`src/rtl/fwd_hazard_ctrl.sv`:
```
// fwd_hazard_ctrl: EX-stage forwarding selects and load-use stall control for a 5-stage MIPS pipeline
//   clk, rst_n         : rising-edge clock, asynchronous active-low reset
//   id_*               : decode-stage instruction fields (sources, destination, control)
//   hold_in            : global freeze, every register holds
//   flush              : squash the ID instruction (bubble into EX)
//   forward_a/b        : registered EX mux selects (10 EX/MEM, 01 MEM/WB, 00 register bus)
//   ex_mem_write       : EX instruction is a store
//   stall_out          : combinational load-use stall for PC and IF/ID
//   stall_count        : saturating count of load-use stalls
module fwd_hazard_ctrl #(
   parameter int CNT_W = 16
) (
   input  logic             clk,
   input  logic             rst_n,
   input  logic             id_valid,
   input  logic [4:0]       id_rs,
   input  logic [4:0]       id_rt,
   input  logic             id_use_rs,
   input  logic             id_use_rt,
   input  logic [4:0]       id_dest,
   input  logic             id_reg_write,
   input  logic             id_mem_read,
   input  logic             id_mem_write,
   input  logic             hold_in,
   input  logic             flush,
   output logic [1:0]       forward_a,
   output logic [1:0]       forward_b,
   output logic             ex_mem_write,
   output logic             stall_out,
   output logic [CNT_W-1:0] stall_count
);
   logic       ex_valid, ex_rw, ex_mr, mem_valid, mem_rw;
   logic [4:0] ex_dest, mem_dest;
   logic       ex_a, ex_b, mem_a, mem_b;
   logic [1:0] sel_a, sel_b;

   // register 0 is hardwired, so a slot never produces it
   function automatic logic prod(input logic v, input logic w, input logic [4:0] d, input logic [4:0] r);
      return v & w & (d == r) & (r != 5'd0);
   endfunction

   assign ex_a  = prod(ex_valid, ex_rw, ex_dest, id_rs);
   assign ex_b  = prod(ex_valid, ex_rw, ex_dest, id_rt);
   assign mem_a = prod(mem_valid, mem_rw, mem_dest, id_rs);
   assign mem_b = prod(mem_valid, mem_rw, mem_dest, id_rt);

   // EX slot checked first: the newest producer wins
   assign sel_a = !(id_valid & id_use_rs) ? 2'b00 : ex_a ? 2'b10 : mem_a ? 2'b01 : 2'b00;
   assign sel_b = !(id_valid & id_use_rt) ? 2'b00 : ex_b ? 2'b10 : mem_b ? 2'b01 : 2'b00;

   assign stall_out = id_valid & !flush & ex_valid & ex_mr & ((id_use_rs & ex_a) | (id_use_rt & ex_b));

   always_ff @(posedge clk or negedge rst_n)
      if (!rst_n) begin
         ex_valid     <= 1'b0;
         ex_rw        <= 1'b0;
         ex_mr        <= 1'b0;
         ex_dest      <= 5'd0;
         mem_valid    <= 1'b0;
         mem_rw       <= 1'b0;
         mem_dest     <= 5'd0;
         forward_a    <= 2'b00;
         forward_b    <= 2'b00;
         ex_mem_write <= 1'b0;
         stall_count  <= '0;
      end else if (!hold_in) begin
         mem_valid <= ex_valid;
         mem_rw    <= ex_rw;
         mem_dest  <= ex_dest;
         if (flush | stall_out) begin
            ex_valid     <= 1'b0;
            ex_rw        <= 1'b0;
            ex_mr        <= 1'b0;
            ex_dest      <= 5'd0;
            forward_a    <= 2'b00;
            forward_b    <= 2'b00;
            ex_mem_write <= 1'b0;
         end else begin
            ex_valid     <= id_valid;
            ex_rw        <= id_reg_write;
            ex_mr        <= id_mem_read;
            ex_dest      <= id_dest;
            forward_a    <= sel_a;
            forward_b    <= sel_b;
            ex_mem_write <= id_valid & id_mem_write;
         end
         if (stall_out && !(&stall_count))
            stall_count <= stall_count + 1'b1;
      end
endmodule

```
`config.mk`:
```
export PLATFORM = sky130hd
export DESIGN_NAME = fwd_hazard_ctrl
export DESIGN_NICKNAME = d
export VERILOG_FILES = /design/src/rtl/fwd_hazard_ctrl.sv
export SDC_FILE = /design/constraint.sdc
export NUM_CORES = 1
export LEC_CHECK = 0
export BUFFER_PORTS_ARGS = -buffer_cell sky130_fd_sc_hd__buf_2
export CAP_MARGIN = 30
export CORE_MARGIN = 2
export CORE_UTILIZATION = 40
export CTS_CLUSTER_SIZE = 12
export DETAILED_ROUTE_END_ITERATION = 16
export PLACE_DENSITY_LB_ADDON = 0.3
export SLEW_MARGIN = 25
export SYNTH_ARGS = -nofsm -noshare
export SYNTH_HDL_FRONTEND = slang
export SYNTH_SLANG_ARGS = --single-unit
```
`constraint.sdc`:
```
create_clock -name clk -period 2.05 [get_ports clk]
set_input_delay 0.1025 -clock clk [delete_from_list [all_inputs] [get_ports clk]]
set_output_delay 0.1025 -clock clk [all_outputs]
set_load 0.02 [all_outputs]
```
==> reports/metrics.csv <==
stage;metric;value;unit
floorplanning;die footprint;0.00522;mm²
global_routing;leftover overflow at the end of global routing;0;
sta;relative max-transition margin;47.5;%
cts;clock tree from TritonCTS;done;
detailed_routing;DRC;0;
finish;Finished Cell Area;0.00237;mm²
detailed_routing;Wirelength per Cell;14.5;µm
placed_design;placer's final routability congestion estimate;0.783;
sta;fin crit period;1980;ps
logic_synthesis;Post-Synthesis Cell Area;0.00186;mm²
sta;RSZ-0062 raised after global routing;yes;
global_routing;vias in the first global route;1459;
worst_setup_path;maximum net fanout on the critical path;5;
logic_synthesis;fraction of registers with async set/reset;100;%
sta;worst-case clock skew;7.63;ps
logic_synthesis;net count after synthesis;198;
worst_setup_path;data required time of the worst path;2230;ps
worst_setup_path;Worst setup EP type;register;
worst_setup_path;register-to-register setup slack;70;ps
cts;worst skew pair latency;280;ps
outcome;status;finished clean;
placed_design;count of input and output buffers;46;
logic_synthesis;#FFs+latches synth;36;
finish;layout filler cell count;403;
detailed_routing;DRT iter0 DRCs;72;
finish;net count of the finished layout;262;
cts;clock-pin slew on the worst setup and hold paths;70;ps
detailed_routing;ANT nets after route;0;
placed_design;placed wire-length estimate;3050;µm
global_routing;maximum number of pins on one net before global-route repair;37;
cts;TritonCTS Buffers;5;
floorplanning;IO Count;47;
sta;final worst-path cycle share;96.7;%
logic_synthesis;number of enable-type register cells in the synthesized netlist;0;
worst_hold_path;path class of the lowest-slack min-delay path;input pin to register;
worst_setup_path;category of the critical setup timing path;register to register;
logic_synthesis;number of instances in the synthesized netlist;172;
pwr;leakage power;1.13;nW
cts;clock net sink count;36;
detailed_routing;1st-pass router iterations;4;
finish;Layout area overhead;27.1;%
pwr;power per standard cell area;620;mW/mm²
finish;Reg area;902;µm²
floorplanning;number of standard-cell rows in the floorplan;24;
detailed_routing;Total Routed Length;4180;µm
pwr;peak ir drop on the vdd network;0.313;mV
sta;Setup-failing EPs final;0;
floorplanning;die width;72.2;µm
finish;Post-Route Utilization;53.6;%
floorplanning;effective utilization at floorplan;42.2;%
sta;number of hold violations in the final report;0;
sta;Final Slew Violations;0;
logic_synthesis;Cell variety after synth;35;
worst_setup_path;CP startpoint kind;register;
sta;Max Fclk;504;MHz
detailed_routing;routed via count;1524;
global_routing;global router's overall resource usage;17.5;%
floorplanning;standard cell core area;0.00441;mm²
finish;area taken by multi-input logic gates;941;µm²
logic_synthesis;synthesized area per cell;10.8;µm²
finish;share of layout cells above drive strength 1;35.4;%
finish;count of antenna diodes in the layout;0;
logic_synthesis;Primary FF master, synth;sky130_fd_sc_hd__dfrtp_1;
global_routing;antenna violations before repair;0;
run;max-cap check violation count;0;
placed_design;post-placement cell area;0.00220;mm²
floorplanning;height of the die;72.2;µm
sta;Slew @ Worst Pin;787;ps
cts;clock tree root buffer cell;sky130_fd_sc_hd__clkbuf_8;
logic_synthesis;count of synthesis-stage warnings from yosys;0;
worst_setup_path;data arrival time at the worst-slack endpoint;2160;ps
detailed_routing;number of vias per cell;5.27;
global_routing;global-route wire length before repair;7060;µm
cts;H-tree level count;2;
logic_synthesis;sequential share of the synthesized area;48.4;%
cts;Max Root-Sink Buffers;2;
layer usage:
| metal | up-vias | share of wire (%) | global-route usage (%) |
|---|---|---|---|
| li1 | 748 | - | - |
| met1 | 731 | 46 | 23.8 |
| met2 | 39 | 48 | 27.2 |
| met3 | 6 | 4.9 | 4.72 |
| met4 | 0 | 1.4 | 5.87 |
| met5 | - | 0 | 0 |
cell type report:
type                            instances  area share (%)
Tap cell                               52            2.75
Sequential cell                        36            38.1
Inverter                                2           0.529
Multi-Input combinational cell        130            39.7
Clock inverter                          1           0.317
Timing Repair Buffer                   61            14.9
Clock buffer                            7            3.65
cell usage in the layout, fill, tap and decap left out, types with 2 or more instances in the layout:
cell type                  netlist  final
sky130_fd_sc_hd__mux2_2          8      8
sky130_fd_sc_hd__dfrtp_1        36     35
sky130_fd_sc_hd__buf_2           0     46
sky130_fd_sc_hd__nor2b_1         2      2
sky130_fd_sc_hd__xor2_1         11     11
sky130_fd_sc_hd__xnor2_1        23     23
sky130_fd_sc_hd__o21ai_1         2      2
sky130_fd_sc_hd__buf_4           0     12
sky130_fd_sc_hd__nor2_1          8      8
sky130_fd_sc_hd__a21o_1          3      3
sky130_fd_sc_hd__a31oi_1         2      2
sky130_fd_sc_hd__and2_1          2      2
sky130_fd_sc_hd__nand4_1         5      5
sky130_fd_sc_hd__nor4b_1         2      2
sky130_fd_sc_hd__or4_1           2      2
sky130_fd_sc_hd__a32o_1          7      7
sky130_fd_sc_hd__nand3_1        18     18
sky130_fd_sc_hd__buf_6           1      2
sky130_fd_sc_hd__nand2_1        13     13
sky130_fd_sc_hd__and3_1          4      4
sky130_fd_sc_hd__nor3_1          3      3
sky130_fd_sc_hd__clkbuf_8        0      6
sky130_fd_sc_hd__o21ai_2         2      2
cells in the mapped netlist, types with 2 or more instances:
master | number | area share (%)
sky130_fd_sc_hd__dfrtp_1 | 36 | 48
sky130_fd_sc_hd__xnor2_1 | 23 | 11
sky130_fd_sc_hd__nand3_1 | 18 | 4.8
sky130_fd_sc_hd__nand2_1 | 13 | 2.6
sky130_fd_sc_hd__xor2_1 | 11 | 5.2
sky130_fd_sc_hd__mux2_2 | 8 | 4.8
sky130_fd_sc_hd__nor2_1 | 8 | 1.6
sky130_fd_sc_hd__a32o_1 | 7 | 3.8
sky130_fd_sc_hd__nand4_1 | 5 | 1.7
sky130_fd_sc_hd__and3_1 | 4 | 1.3
sky130_fd_sc_hd__a21o_1 | 3 | 1.2
sky130_fd_sc_hd__clkbuf_1 | 3 | 0.60
sky130_fd_sc_hd__nor3_1 | 3 | 0.81
sky130_fd_sc_hd__a31oi_1 | 2 | 0.67
sky130_fd_sc_hd__and2_1 | 2 | 0.67
sky130_fd_sc_hd__nor2b_1 | 2 | 0.67
sky130_fd_sc_hd__nor4_1 | 2 | 0.67
sky130_fd_sc_hd__nor4b_1 | 2 | 0.94
sky130_fd_sc_hd__o21ai_1 | 2 | 0.54
sky130_fd_sc_hd__o21ai_2 | 2 | 0.94
sky130_fd_sc_hd__or4_1 | 2 | 0.81
power by group:
group | leakage [nW] | total (mW) | internal (mW) | switching [mW]
Combinational | 0.601 | 0.178 | 0.0908 | 0.0871
Clock | 0.0445 | 0.523 | 0.273 | 0.250
Sequential | 0.487 | 0.766 | 0.739 | 0.0275
Total | 1.13 | 1.47 | 1.10 | 0.364
critical path, cell delays in order (launching register included):
cell                       delay (ps)
sky130_fd_sc_hd__dfrtp_2          430
sky130_fd_sc_hd__xor2_1           150
sky130_fd_sc_hd__nor4_2           320
sky130_fd_sc_hd__nand4b_1         190
sky130_fd_sc_hd__buf_4            180
sky130_fd_sc_hd__a21oi_4          130
sky130_fd_sc_hd__buf_6            140
sky130_fd_sc_hd__mux2_2           320
per-stage QoR:
stage	hold slack, ps	TNS, ps	power [mW]	setup WS [ps]	instances
2_1_floorplan	-193	0	0.871	74.9	172
3_3_place_gp	241	0	0.946	103	274
3_5_place_dp	244	0	0.950	33.4	274
4_1_cts	54.5	0	1.49	25.1	283
5_1_grt	59.2	-195	1.54	-45.9	289
6_report	61.3	0	1.47	67.5	289
registers in the layout, indices dropped and copies added (netlist names):
register / cells
ex_dest: 5
ex_rw: 1
ex_mem_write: 1
mem_valid: 1
stall_count: 16
ex_mr: 1
forward_a: 2
mem_rw: 1
mem_dest: 5
ex_valid: 1
forward_b: 2
cells by family after synthesis:
| group | after synthesis | share of synthesized area [%] |
|---|---|---|
| AOI/OAI and AO/OA | 21 | 9.07 |
| xor gates and xnor gates | 34 | 16.0 |
| adders and majority gates | 1 | 0.671 |
| buffers and inverters | 6 | 1.88 |
| DFF | 36 | 48.4 |
| muxes | 8 | 4.84 |
| and+or+nand+nor | 66 | 19.2 |
worst paths after layout:
path                              start        endpoint  cells past startpoint
max                          ex_dest[0]  stall_count[1]                      7
min                          id_dest[3]      ex_dest[3]                      2
max reg2reg                  ex_dest[0]  stall_count[1]                      7
min reg2reg                forward_a[1]    forward_a[1]                      1
max in group asynchronous         rst_n      ex_dest[0]                      2
min in group asynchronous         rst_n    forward_b[1]                      2
what timing repair did:
action,in CTS,in global routing
hold buffers,1,0
setup endpoints to repair,1,7
pin swaps,0,3
cloned,0,1
setup buffers,0,5
resized for setup,1,6
endpoints found under the hold margin,36,0
Note: power is estimated with default switching activity, not from simulation.
